File: src/rtl/mem_access_ctrl_if.sv
// M-stage / data-bus signal bundle for mem_access_ctrl.
// master is the controller's view of the bundle; slave is the view of the pipeline and bus that surround it.
interface mem_access_ctrl_if #(
  parameter int ADDR_W = 32,
  parameter int DATA_W = 32
);
  logic              memenM;
  logic              memwriteM;
  logic [1:0]        sizeM;
  logic              unsignedM;
  logic [ADDR_W-1:0] addrM;
  logic [DATA_W-1:0] wdataM;
  logic [DATA_W-1:0] rdataM;
  logic              stall_mem;
  logic              adelM;
  logic              adesM;
  logic              bus_req;
  logic              bus_wr;
  logic [ADDR_W-1:0] bus_addr;
  logic [3:0]        bus_wstrb;
  logic [DATA_W-1:0] bus_wdata;
  logic              bus_ack;
  logic [DATA_W-1:0] bus_rdata;

  modport master (
    input  memenM, memwriteM, sizeM, unsignedM, addrM, wdataM, bus_ack, bus_rdata,
    output rdataM, stall_mem, adelM, adesM, bus_req, bus_wr, bus_addr, bus_wstrb, bus_wdata
  );

  modport slave (
    output memenM, memwriteM, sizeM, unsignedM, addrM, wdataM, bus_ack, bus_rdata,
    input  rdataM, stall_mem, adelM, adesM, bus_req, bus_wr, bus_addr, bus_wstrb, bus_wdata
  );
endinterface

File: src/rtl/mem_access_ctrl.sv
// Memory-stage data-side controller: store strobes/lane replication, load extraction,
// misalignment detection, and a pipeline stall while the bus transfer is outstanding.
module mem_access_ctrl #(
  parameter int ADDR_W = 32,
  parameter int DATA_W = 32
) (
  input  logic              clk,
  input  logic              rst,
  mem_access_ctrl_if.master m
);

  localparam logic [1:0] IDLE = 2'd0;
  localparam logic [1:0] REQ  = 2'd1;
  localparam logic [1:0] DONE = 2'd2;

  logic [1:0]        state_q, state_d;
  logic              wr_q;
  logic [ADDR_W-1:0] addr_q;
  logic [3:0]        wstrb_q, wstrb_d;
  logic [DATA_W-1:0] wdata_q, wdata_d;
  logic [1:0]        lo_q;
  logic [1:0]        size_q;
  logic              uns_q;
  logic [DATA_W-1:0] rdata_q, rdata_d;
  logic              mis;
  logic              idle;
  logic              issue;
  logic [7:0]        ld_byte;
  logic [15:0]       ld_half;

  assign mis   = ((m.sizeM == 2'b01) & m.addrM[0]) | (m.sizeM[1] & (m.addrM[1:0] != 2'b00));
  assign idle  = (state_q == IDLE);
  assign issue = idle & m.memenM & ~mis;

  // Combinational outputs are gated by rst so every output reads 0 while reset is held.
  assign m.stall_mem = rst & (issue | (state_q == REQ));
  assign m.adelM     = rst & idle & m.memenM & ~m.memwriteM & mis;
  assign m.adesM     = rst & idle & m.memenM & m.memwriteM & mis;
  assign m.bus_req   = (state_q == REQ);
  assign m.bus_wr    = wr_q;
  assign m.bus_addr  = addr_q;
  assign m.bus_wstrb = wstrb_q;
  assign m.bus_wdata = wdata_q;
  assign m.rdataM    = rdata_q;

  generate
    for (genvar gi = 0; gi < 4; gi++) begin : g_lane
      localparam logic [1:0] LANE = 2'(gi);
      assign wstrb_d[gi] = m.memwriteM &
                           ((m.sizeM == 2'b00) ? (m.addrM[1:0] == LANE) :
                            (m.sizeM == 2'b01) ? (m.addrM[1] == LANE[1]) : 1'b1);
      assign wdata_d[8*gi +: 8] = (m.sizeM == 2'b00) ? m.wdataM[7:0] :
                                  (m.sizeM == 2'b01) ? m.wdataM[8*(gi%2) +: 8] :
                                                       m.wdataM[8*gi +: 8];
    end
  endgenerate

  // Extension happens at capture time so rdataM holds steady after DONE.
  always_comb begin
    ld_half = lo_q[1] ? m.bus_rdata[31:16] : m.bus_rdata[15:0];
    case (lo_q)
      2'd0:    ld_byte = m.bus_rdata[7:0];
      2'd1:    ld_byte = m.bus_rdata[15:8];
      2'd2:    ld_byte = m.bus_rdata[23:16];
      default: ld_byte = m.bus_rdata[31:24];
    endcase
    case (size_q)
      2'b00:   rdata_d = {{24{~uns_q & ld_byte[7]}}, ld_byte};
      2'b01:   rdata_d = {{16{~uns_q & ld_half[15]}}, ld_half};
      default: rdata_d = m.bus_rdata;
    endcase
    if (wr_q) rdata_d = '0;
  end

  always_comb begin
    state_d = state_q;
    case (state_q)
      IDLE:    if (issue) state_d = REQ;
      REQ:     if (m.bus_ack) state_d = DONE;
      default: state_d = IDLE;
    endcase
  end

  always_ff @(posedge clk or negedge rst) begin
    if (!rst) begin
      state_q <= IDLE;
      wr_q    <= 1'b0;
      addr_q  <= '0;
      wstrb_q <= '0;
      wdata_q <= '0;
      lo_q    <= '0;
      size_q  <= '0;
      uns_q   <= 1'b0;
      rdata_q <= '0;
    end else begin
      state_q <= state_d;
      if (issue) begin
        wr_q    <= m.memwriteM;
        addr_q  <= {m.addrM[ADDR_W-1:2], 2'b00};
        wstrb_q <= wstrb_d;
        wdata_q <= wdata_d;
        lo_q    <= m.addrM[1:0];
        size_q  <= m.sizeM;
        uns_q   <= m.unsignedM;
      end
      if ((state_q == REQ) && m.bus_ack) rdata_q <= rdata_d;
    end
  end

endmodule

File: src/flat_wrapper.sv
// flat-port wrapper written by rule: the top's interface ports become plain ports
module mem_access_ctrl_flat 
#(
  parameter int ADDR_W = 32,
  parameter int DATA_W = 32
)
  (clk, rst, m_memenM, m_memwriteM, m_sizeM, m_unsignedM, m_addrM, m_wdataM, m_bus_ack, m_bus_rdata, m_rdataM, m_stall_mem, m_adelM, m_adesM, m_bus_req, m_bus_wr, m_bus_addr, m_bus_wstrb, m_bus_wdata);
  mem_access_ctrl_if #(.ADDR_W(ADDR_W), .DATA_W(DATA_W)) m_i ();
  input  logic clk;
  input  logic rst;
  input wire logic [$bits(m_i.memenM)-1:0] m_memenM;
  input wire logic [$bits(m_i.memwriteM)-1:0] m_memwriteM;
  input wire logic [$bits(m_i.sizeM)-1:0] m_sizeM;
  input wire logic [$bits(m_i.unsignedM)-1:0] m_unsignedM;
  input wire logic [$bits(m_i.addrM)-1:0] m_addrM;
  input wire logic [$bits(m_i.wdataM)-1:0] m_wdataM;
  input wire logic [$bits(m_i.bus_ack)-1:0] m_bus_ack;
  input wire logic [$bits(m_i.bus_rdata)-1:0] m_bus_rdata;
  output wire logic [$bits(m_i.rdataM)-1:0] m_rdataM;
  output wire logic [$bits(m_i.stall_mem)-1:0] m_stall_mem;
  output wire logic [$bits(m_i.adelM)-1:0] m_adelM;
  output wire logic [$bits(m_i.adesM)-1:0] m_adesM;
  output wire logic [$bits(m_i.bus_req)-1:0] m_bus_req;
  output wire logic [$bits(m_i.bus_wr)-1:0] m_bus_wr;
  output wire logic [$bits(m_i.bus_addr)-1:0] m_bus_addr;
  output wire logic [$bits(m_i.bus_wstrb)-1:0] m_bus_wstrb;
  output wire logic [$bits(m_i.bus_wdata)-1:0] m_bus_wdata;
  assign m_i.memenM = m_memenM;
  assign m_i.memwriteM = m_memwriteM;
  assign m_i.sizeM = m_sizeM;
  assign m_i.unsignedM = m_unsignedM;
  assign m_i.addrM = m_addrM;
  assign m_i.wdataM = m_wdataM;
  assign m_i.bus_ack = m_bus_ack;
  assign m_i.bus_rdata = m_bus_rdata;
  assign m_rdataM = m_i.rdataM;
  assign m_stall_mem = m_i.stall_mem;
  assign m_adelM = m_i.adelM;
  assign m_adesM = m_i.adesM;
  assign m_bus_req = m_i.bus_req;
  assign m_bus_wr = m_i.bus_wr;
  assign m_bus_addr = m_i.bus_addr;
  assign m_bus_wstrb = m_i.bus_wstrb;
  assign m_bus_wdata = m_i.bus_wdata;
  mem_access_ctrl #(.ADDR_W(ADDR_W), .DATA_W(DATA_W)) u_core (.clk(clk), .rst(rst), .m(m_i));
endmodule
File: config.mk
export PLATFORM = sky130hd
export DESIGN_NAME = mem_access_ctrl_flat
export DESIGN_NICKNAME = d
export VERILOG_FILES = /design/src/rtl/mem_access_ctrl_if.sv /design/src/rtl/mem_access_ctrl.sv /design/src/flat_wrapper.sv
export SDC_FILE = /design/constraint.sdc
export NUM_CORES = 1
export LEC_CHECK = 0
export BUFFER_PORTS_ARGS = -buffer_cell sky130_fd_sc_hd__buf_2
export CORE_ASPECT_RATIO = 1.1
export CORE_MARGIN = 2
export CORE_UTILIZATION = 43
export DETAILED_ROUTE_END_ITERATION = 8
export PLACE_DENSITY = 0.76
export SETUP_SLACK_MARGIN = 0.2
export SLEW_MARGIN = 15
export SYNTH_ARGS = -nofsm -noshare
export SYNTH_HDL_FRONTEND = slang
export SYNTH_SLANG_ARGS = --single-unit
File: constraint.sdc
create_clock -name clk -period 2.1 [get_ports clk]
set_clock_uncertainty 0.2 [all_clocks]
set_input_delay 0.21 -clock clk [delete_from_list [all_inputs] [get_ports clk]]
set_output_delay 0.21 -clock clk [all_outputs]
set_load 0.01 [all_outputs]
==> flow_summary.toml, run 1 <==
[logic_synthesis]
synth.cell_area_mm2 = 0.004838
synth-seq-area-share = 0.5482
synthesis.yosys.warnings = 0
synth.cells.most_frequent = "sky130_fd_sc_hd__dfrtp_1, sky130_fd_sc_hd__nand2_1, sky130_fd_sc_hd__mux2_2, sky130_fd_sc_hd__o21ai_0, sky130_fd_sc_hd__mux2i_1"
post_synth.cell_area_avg_um2 = 11.38
synth_largest_area_cell = "sky130_fd_sc_hd__dfrtp_1"
post_synth_main_area_contributors = "sky130_fd_sc_hd__dfrtp_1, sky130_fd_sc_hd__mux2_2, sky130_fd_sc_hd__mux2i_1, sky130_fd_sc_hd__nand2_1, sky130_fd_sc_hd__o21ai_0"
synthDominantCellAreaShare = 0.5482
synth_cell_types = 38
yosysMostFrequentCell = "sky130_fd_sc_hd__dfrtp_1"
synth_enable_flop_cells = 0
synth_cells = 425
synthFlopType = "sky130_fd_sc_hd__dfrtp_1"
ys_seq_elements = 106
postSynth.asyncResetShare = 1.000

[routing]
num_vias = 4795
drt_wl_total_um = 17150
1st_pass_router_iterations = 5
route.antenna.remaining_nets = 0
drc_errors = 0
wire_per_inst_um = 19.18
route.detailed.vias_per_inst = 5.364
drt_first_iter_violations = 236

[grt]
grt_first_pass_wirelength_um = 24290
number_of_antenna_violations_at_the_first_check_in_global_routing = 0
grt_max_degree = 46
gr_ovfl_total = 0
grt_pass1_vias = 4873
global_route.usage.total = 0.2545

[layout]
regArea_mm2 = 0.002655
antenna_cells = 0
flow.area_growth_from_synthesis_pct = 65.76
final_area_mm2 = 0.008020
drive_gt1_frac = 0.4819
multiInputGateArea_mm2 = 0.002365
nFillCells = 709
design.final.nets = 847
finalNonFillerCells = 894

[power_and_ir_drop]
share_seq_of_total_power = 0.397
combinational_cell_fraction_of_total_power = 0.404
net-switching-power_mw = 2.822
internal-power_mw = 5.264
p_leak_nw = 4.085
power_density_mw_per_mm2 = 1008
p_sw_frac = 0.3490
power.share.clock = 0.199
ir_worst_vdd_uv = 588.4

[sta]
final_period_minus_worst_setup_slack_ps = 2046
timing_hold_violations_final = 0
max_slew_violation_total_from_the_final_report = 0
clock.fmax_mhz = 488.7
worstMarginPinSlew_ps = 1011
setup_repair_after_global_routing_missed_its_margin = "yes"
final.period_utilization = 0.9744
timing.hold.ws_ps = 4.899
finalWorstSetupSlack_ps = 53.66
maxSlewHeadroom = 0.3235
total_of_endpoints_with_negative_setup_slack_in_the_final_report = 0
finalSetupTns_ps = 0

[run_status]
run_status = "finished, final reports clean"

[die]
num_rows = 40
start_util = 0.4414
fp.dieArea_mm2 = 0.01212
core-area_mm2 = 0.01096
die_w_um = 105.1
top_level_i_o_count = 209
die-height_um = 115.3

[place]
dpl-instance-area_mm2 = 0.006135
place_ws_ps = 111.1
place.detailed.instances = 770
dp_hpwl_um = 10490
routabilityCongestion = 0.8727
port_buffers = 206

[job]
max_cap_viols = 0

[clocking]
clk_path_buf_depth = 2
tritoncts = "yes"
clock-root-buffer = "sky130_fd_sc_hd__clkbuf_16"
htree_num_levels = 3
cts-buffers-inserted = 9
cts.sinks = 106
cts.reportedPaths.clkPinSlew_ps = 70
worst_skew_pair.late_latency_ps = 340

[setup_path]
worst-path-max-fanout = 8
kind_of_launch_point_of_the_worst_setup_path = "flop"
path_cells = "or3b_1, a32o_2, a2111oi_4, buf_4, clkbuf_16, a221o_2"
worstSetupEndpointType = "flop"
timing.critical_path.slowest_cell_delay_ps = 430
worst-endpoint-arrival_ps = 2120
crit_type = "flop to flop"
critical_path.n_buffers_inverters = 2
cp_top_family = "compound AO/OA/AOI/OAI gates"
worst_path_max_delay_cell = "sky130_fd_sc_hd__dfrtp_2"
cp_data_required_time_ps = 2170

[hold_path]
min-delay-path-class = "input port to flop"
## stage by stage
step                      power [mW]  utilization
after global placement         5.673       0.5597
after floorplan                4.552            -
after detailed placement       5.788       0.5597
after global routing           8.531       0.7317
final                          8.086       0.7317
after CTS                      7.534       0.6638
## what timing repair did
action | in CTS | in global routing
endpoints found under the hold margin | 101 | 4
gates cloned | 0 | 12
hold buffers | 82 | 4
gates resized for setup | 4 | 109
setup endpoints to repair | 61 | 72
buffers inserted | 3 | 8
pin swaps | 1 | 19
## tightest hold or removal path, cell delays in order
cell                       delay [ps]
sky130_fd_sc_hd__buf_2            130
sky130_fd_sc_hd__o221ai_4         100
sky130_fd_sc_hd__nand2_1           70
## cells in the final DEF, fill, tap and decap left out, types with 7 or more instances in the layout
| cell type | instances |
|---|---|
| sky130_fd_sc_hd__buf_2 | 205 |
| sky130_fd_sc_hd__dfrtp_1 | 104 |
| sky130_fd_sc_hd__a21oi_1 | 18 |
| sky130_fd_sc_hd__clkbuf_16 | 19 |
| sky130_fd_sc_hd__o21ai_0 | 25 |
| sky130_fd_sc_hd__nor2b_1 | 8 |
| sky130_fd_sc_hd__nand2_2 | 9 |
| sky130_fd_sc_hd__nor2_1 | 16 |
| sky130_fd_sc_hd__mux2_2 | 7 |
| sky130_fd_sc_hd__nand2_1 | 46 |
| sky130_fd_sc_hd__mux2_4 | 37 |
| sky130_fd_sc_hd__mux2i_1 | 30 |
| sky130_fd_sc_hd__a221o_2 | 10 |
| sky130_fd_sc_hd__buf_4 | 21 |
| sky130_fd_sc_hd__buf_6 | 7 |
| sky130_fd_sc_hd__dlygate4sd3_1 | 86 |
| sky130_fd_sc_hd__o21ai_2 | 9 |
## layer usage
| layer | global-route usage | share of wire | vias to the layer above | wire (um) |
|---|---|---|---|---|
| li1 | - | - | 2165 | - |
| met1 | 0.2885 | 0.38 | 2352 | 6433 |
| met2 | 0.4632 | 0.52 | 247 | 8997 |
| met3 | 0.07653 | 0.077 | 31 | 1318 |
| met4 | 0.08000 | 0.023 | 0 | 399 |
| met5 | 0 | 0 | - | 0 |
## area by class of cell
cell class                      count  area share
Clock buffer                       12     0.03198
Clock inverter                      3    0.002964
Inverter                            6    0.002808
Multi-Input combinational cell    284      0.2949
Sequential cell                   106      0.3310
Tap cell                          147     0.02293
Timing Repair Buffer              336      0.3134
## power by group through the flow
| stage | sequential [mW] | clock, mW | combinational, mW |
|---|---|---|---|
| 2_1_floorplan | 3.44 | 0 | 1.11 |
| 3_3_place_gp | 3.12 | 0 | 2.55 |
| 3_5_place_dp | 3.17 | 0 | 2.62 |
| 4_1_cts | 3.14 | 1.64 | 2.76 |
| 5_1_grt | 3.29 | 1.72 | 3.51 |
| 6_report | 3.21 | 1.61 | 3.26 |
## cells by family (layout without fill, tap and decap cells)
group	Yosys count	count (layout)	share of synthesized area
flops	106	106	0.5482
other cells	1	2	0.0007751
buf+inv	36	357	0.03206
simple gates	102	102	0.09801
compound gates	105	105	0.1518
mux	75	75	0.1691
## worst paths after layout
| path | depth (start not counted) | to | startpoint | slack, ps |
|---|---|---|---|---|
| worst max register to register | 6 | u_core.m.rdataM[22]$_DFFE_PN0P_ | u_core.lo_q[0]$_DFFE_PN0P_ | 50 |
| max in group asynchronous | 2 | u_core.m.bus_addr[7]$_DFFE_PN0P_ | rst | 650 |
| worst min-delay path | 3 | u_core.m.rdataM[13]$_DFFE_PN0P_ | m_bus_rdata[13] | 5 |
| worst min register to register | 2 | u_core.m.rdataM[12]$_DFFE_PN0P_ | u_core.m.rdataM[12]$_DFFE_PN0P_ | 270 |
| worst max-delay path | 6 | u_core.m.rdataM[22]$_DFFE_PN0P_ | u_core.lo_q[0]$_DFFE_PN0P_ | 50 |
| min in group asynchronous | 2 | u_core.m.bus_addr[24]$_DFFE_PN0P_ | rst | 440 |
## sequential cells by signal, summed over array words and instances, names as in the netlist
name                count
u_core.m.rdataM        32
u_core.size_q           2
u_core.lo_q             2
u_core.m.bus_wstrb      4
u_core.m.bus_wdata     32
u_core.state_q          2
u_core.m.bus_wr         1
u_core.uns_q            1
u_core.m.bus_addr      30
(Power assumes the default switching activity.)
==> run 2, diff against run 1 <==
--- a/config.mk
+++ b/config.mk
@@ -8,9 +8,10 @@
 export BUFFER_PORTS_ARGS = -buffer_cell sky130_fd_sc_hd__buf_2
 export CORE_ASPECT_RATIO = 1.1
 export CORE_MARGIN = 2
-export CORE_UTILIZATION = 43
+export CORE_UTILIZATION = 45
+export CTS_BUF_LIST = sky130_fd_sc_hd__clkbuf_2 sky130_fd_sc_hd__clkbuf_4 sky130_fd_sc_hd__clkbuf_8
 export DETAILED_ROUTE_END_ITERATION = 8
-export PLACE_DENSITY = 0.76
+export PLACE_DENSITY = 0.79
 export SETUP_SLACK_MARGIN = 0.2
 export SLEW_MARGIN = 15
 export SYNTH_ARGS = -nofsm -noshare
==> run 2 against run 1 <==
- first-iteration DRC count decreased by 5.1%
- worst setup slack improved by 48 ps
- flip-flop and latch count stayed put
- core utilization fell by 1.7 points
- total power decreased by 6.1%
- non-clock buffer count is 6 lower
- via count down 1.0%
- clock power decreased by 2%
- critical path depth is 1 lower
- clock-buffer cell count shrank 1
- register-to-register slack better by 50 ps
- critical path type unchanged
==> flow_summary.toml, run 2 (synthesized netlist as in run 1, its figures left out) <==
[clocking]
tritoncts = "yes"
cts.reportedPaths.clkPinSlew_ps = 100
cts-buffers-inserted = 9
clock-root-buffer = "sky130_fd_sc_hd__clkbuf_8"
clk_path_buf_depth = 2
htree_num_levels = 3
cts.sinks = 106
worst_skew_pair.late_latency_ps = 370

[power_and_ir_drop]
power_density_mw_per_mm2 = 1017
p_leak_nw = 3.716
ir_worst_vdd_uv = 598.8
power.total_mw = 7.592

[run_status]
run_status = "finished, final reports clean"

[die]
die_w_um = 102.9
die-height_um = 112.8
fp.dieArea_mm2 = 0.01160
core-area_mm2 = 0.01044
num_rows = 39
start_util = 0.4633
top_level_i_o_count = 209

[routing]
drt_wl_total_um = 16380
num_vias = 4745
drc_errors = 0
route.detailed.vias_per_inst = 5.356
route.antenna.remaining_nets = 0
wire_per_inst_um = 18.49
1st_pass_router_iterations = 5
drt_first_iter_violations = 224

[layout]
flow.area_growth_from_synthesis_pct = 54.23
final_cell_mix = "sky130_fd_sc_hd__buf_2, sky130_fd_sc_hd__dfrtp_1, sky130_fd_sc_hd__dlygate4sd3_1, sky130_fd_sc_hd__nand2_1, sky130_fd_sc_hd__mux2_2"
drive_gt1_frac = 0.4205
design.final.nets = 841
most_common_library_cell_in_the_layout_ignoring_fill_and_taps = "sky130_fd_sc_hd__buf_2"

[setup_path]
timing.reg2reg.worst_path_depth = 5
worst-endpoint-arrival_ps = 2100
cp_data_required_time_ps = 2200
worstSetupEndpointType = "flop"
crit_type = "flop to flop"
kind_of_launch_point_of_the_worst_setup_path = "flop"
worst-path-max-fanout = 16

[job]
max_cap_viols = 0

[grt]
number_of_antenna_violations_at_the_first_check_in_global_routing = 1
global_route.usage.total = 0.2863
grt_pass1_vias = 5033
grt_max_degree = 46
grt_first_pass_wirelength_um = 25360
gr_ovfl_total = 0

[sta]
setup_repair_after_global_routing_missed_its_margin = "yes"
timing.hold.ws_ps = 21.28
clock.fmax_mhz = 500.3
total_of_endpoints_with_negative_setup_slack_in_the_final_report = 0
final.period_utilization = 0.9518
final_period_minus_worst_setup_slack_ps = 1999
maxSlewHeadroom = 0.4426
max_slew_violation_total_from_the_final_report = 0
timing_hold_violations_final = 0
worstMarginPinSlew_ps = 833.3
finalSetupTns_ps = 0
finalWorstSetupSlack_ps = 101.2

[hold_path]
min_delay_path_depth = 3
min-delay-path-class = "input port to flop"

[place]
dp_hpwl_um = 10390
place_ws_ps = 115.2
port_buffers = 206
routabilityCongestion = 0.8407
[run 2: cell types whose count changed in the layout (fill, tap and decap cells not counted), moves of 4 or more]
cell / previous run / this run
sky130_fd_sc_hd__clkbuf_16: 19 / 0
sky130_fd_sc_hd__mux2_2: 7 / 44
sky130_fd_sc_hd__mux2_4: 37 / 0
sky130_fd_sc_hd__nand2_1: 46 / 59
sky130_fd_sc_hd__o221ai_1: 0 / 4
sky130_fd_sc_hd__dlygate4sd3_1: 86 / 100
sky130_fd_sc_hd__nand2_4: 5 / 0
sky130_fd_sc_hd__o21ai_1: 6 / 0
sky130_fd_sc_hd__clkbuf_8: 2 / 11
sky130_fd_sc_hd__o21ai_0: 25 / 40
sky130_fd_sc_hd__o21ai_2: 9 / 0
sky130_fd_sc_hd__buf_6: 7 / 0
sky130_fd_sc_hd__nand2_2: 9 / 1
[run 2: path summary, 6_finish.rpt]
path,from,to,slack (ps)
max in group asynchronous,rst,u_core.m.bus_addr[3]$_DFFE_PN0P_,830
min in group asynchronous,rst,u_core.m.bus_addr[31]$_DFFE_PN0P_,350
hold / removal,m_bus_rdata[15],u_core.m.rdataM[15]$_DFFE_PN0P_,20
hold reg to reg,u_core.m.rdataM[11]$_DFFE_PN0P_,u_core.m.rdataM[11]$_DFFE_PN0P_,280
setup / recovery,u_core.size_q[0]$_DFFE_PN0P_,u_core.m.rdataM[31]$_DFFE_PN0P_,100
setup reg to reg,u_core.size_q[0]$_DFFE_PN0P_,u_core.m.rdataM[31]$_DFFE_PN0P_,100
[run 2: layout make-up]
class                           instances  area (um^2)
Inverter                                6        22.52
Multi-Input combinational cell        284         2078
Tap cell                              143        178.9
Antenna cell                            1        2.502
Clock buffer                           11        151.4
Clock inverter                          5        107.6
Timing Repair Buffer                  330         2267
Sequential cell                       106         2654
Fill cell                             729         2980
[run 2: report_power, final]
group / switching, mW / total, mW / internal, mW
sequential: 0.439 / 3.16 / 2.72
clock: 0.703 / 1.57 / 0.866
combinational: 1.49 / 2.86 / 1.37
[run 2: per-stage QoR]
step / utilization / cells / cell area (um^2)
global placement: 0.5863 / 765 / 6122
detailed placement: 0.5863 / 765 / 6122
finish: 0.7146 / 886 / 7462
global route: 0.7146 / 886 / 7462
CTS: 0.7103 / 883 / 7417
floorplan: - / 426 / 4846
[run 2: worst max-delay path: stages (launching register included)]
cell	delay (ps)
sky130_fd_sc_hd__dfrtp_1	400
sky130_fd_sc_hd__or3b_1	370
sky130_fd_sc_hd__a32o_1	280
sky130_fd_sc_hd__a2111oi_4	350
sky130_fd_sc_hd__buf_12	190
sky130_fd_sc_hd__a221o_1	120
[run 2: what timing repair did]
action / CTS / global route
endpoints found under the setup margin: 56 / 64
hold endpoints to repair: 118 / 0
resized for setup: 4 / 8
pin swaps: 1 / 2
setup buffers: 2 / 2
hold buffers: 100 / 0
[run 2: per-layer routing]
layer | GRT usage | part of all wire | up-vias
met5 | 0 | 0 | -
met4 | 0.1184 | 0.032 | 0
met3 | 0.07659 | 0.090 | 41
met2 | 0.5002 | 0.51 | 260
met1 | 0.3284 | 0.37 | 2293
li1 | - | - | 2151
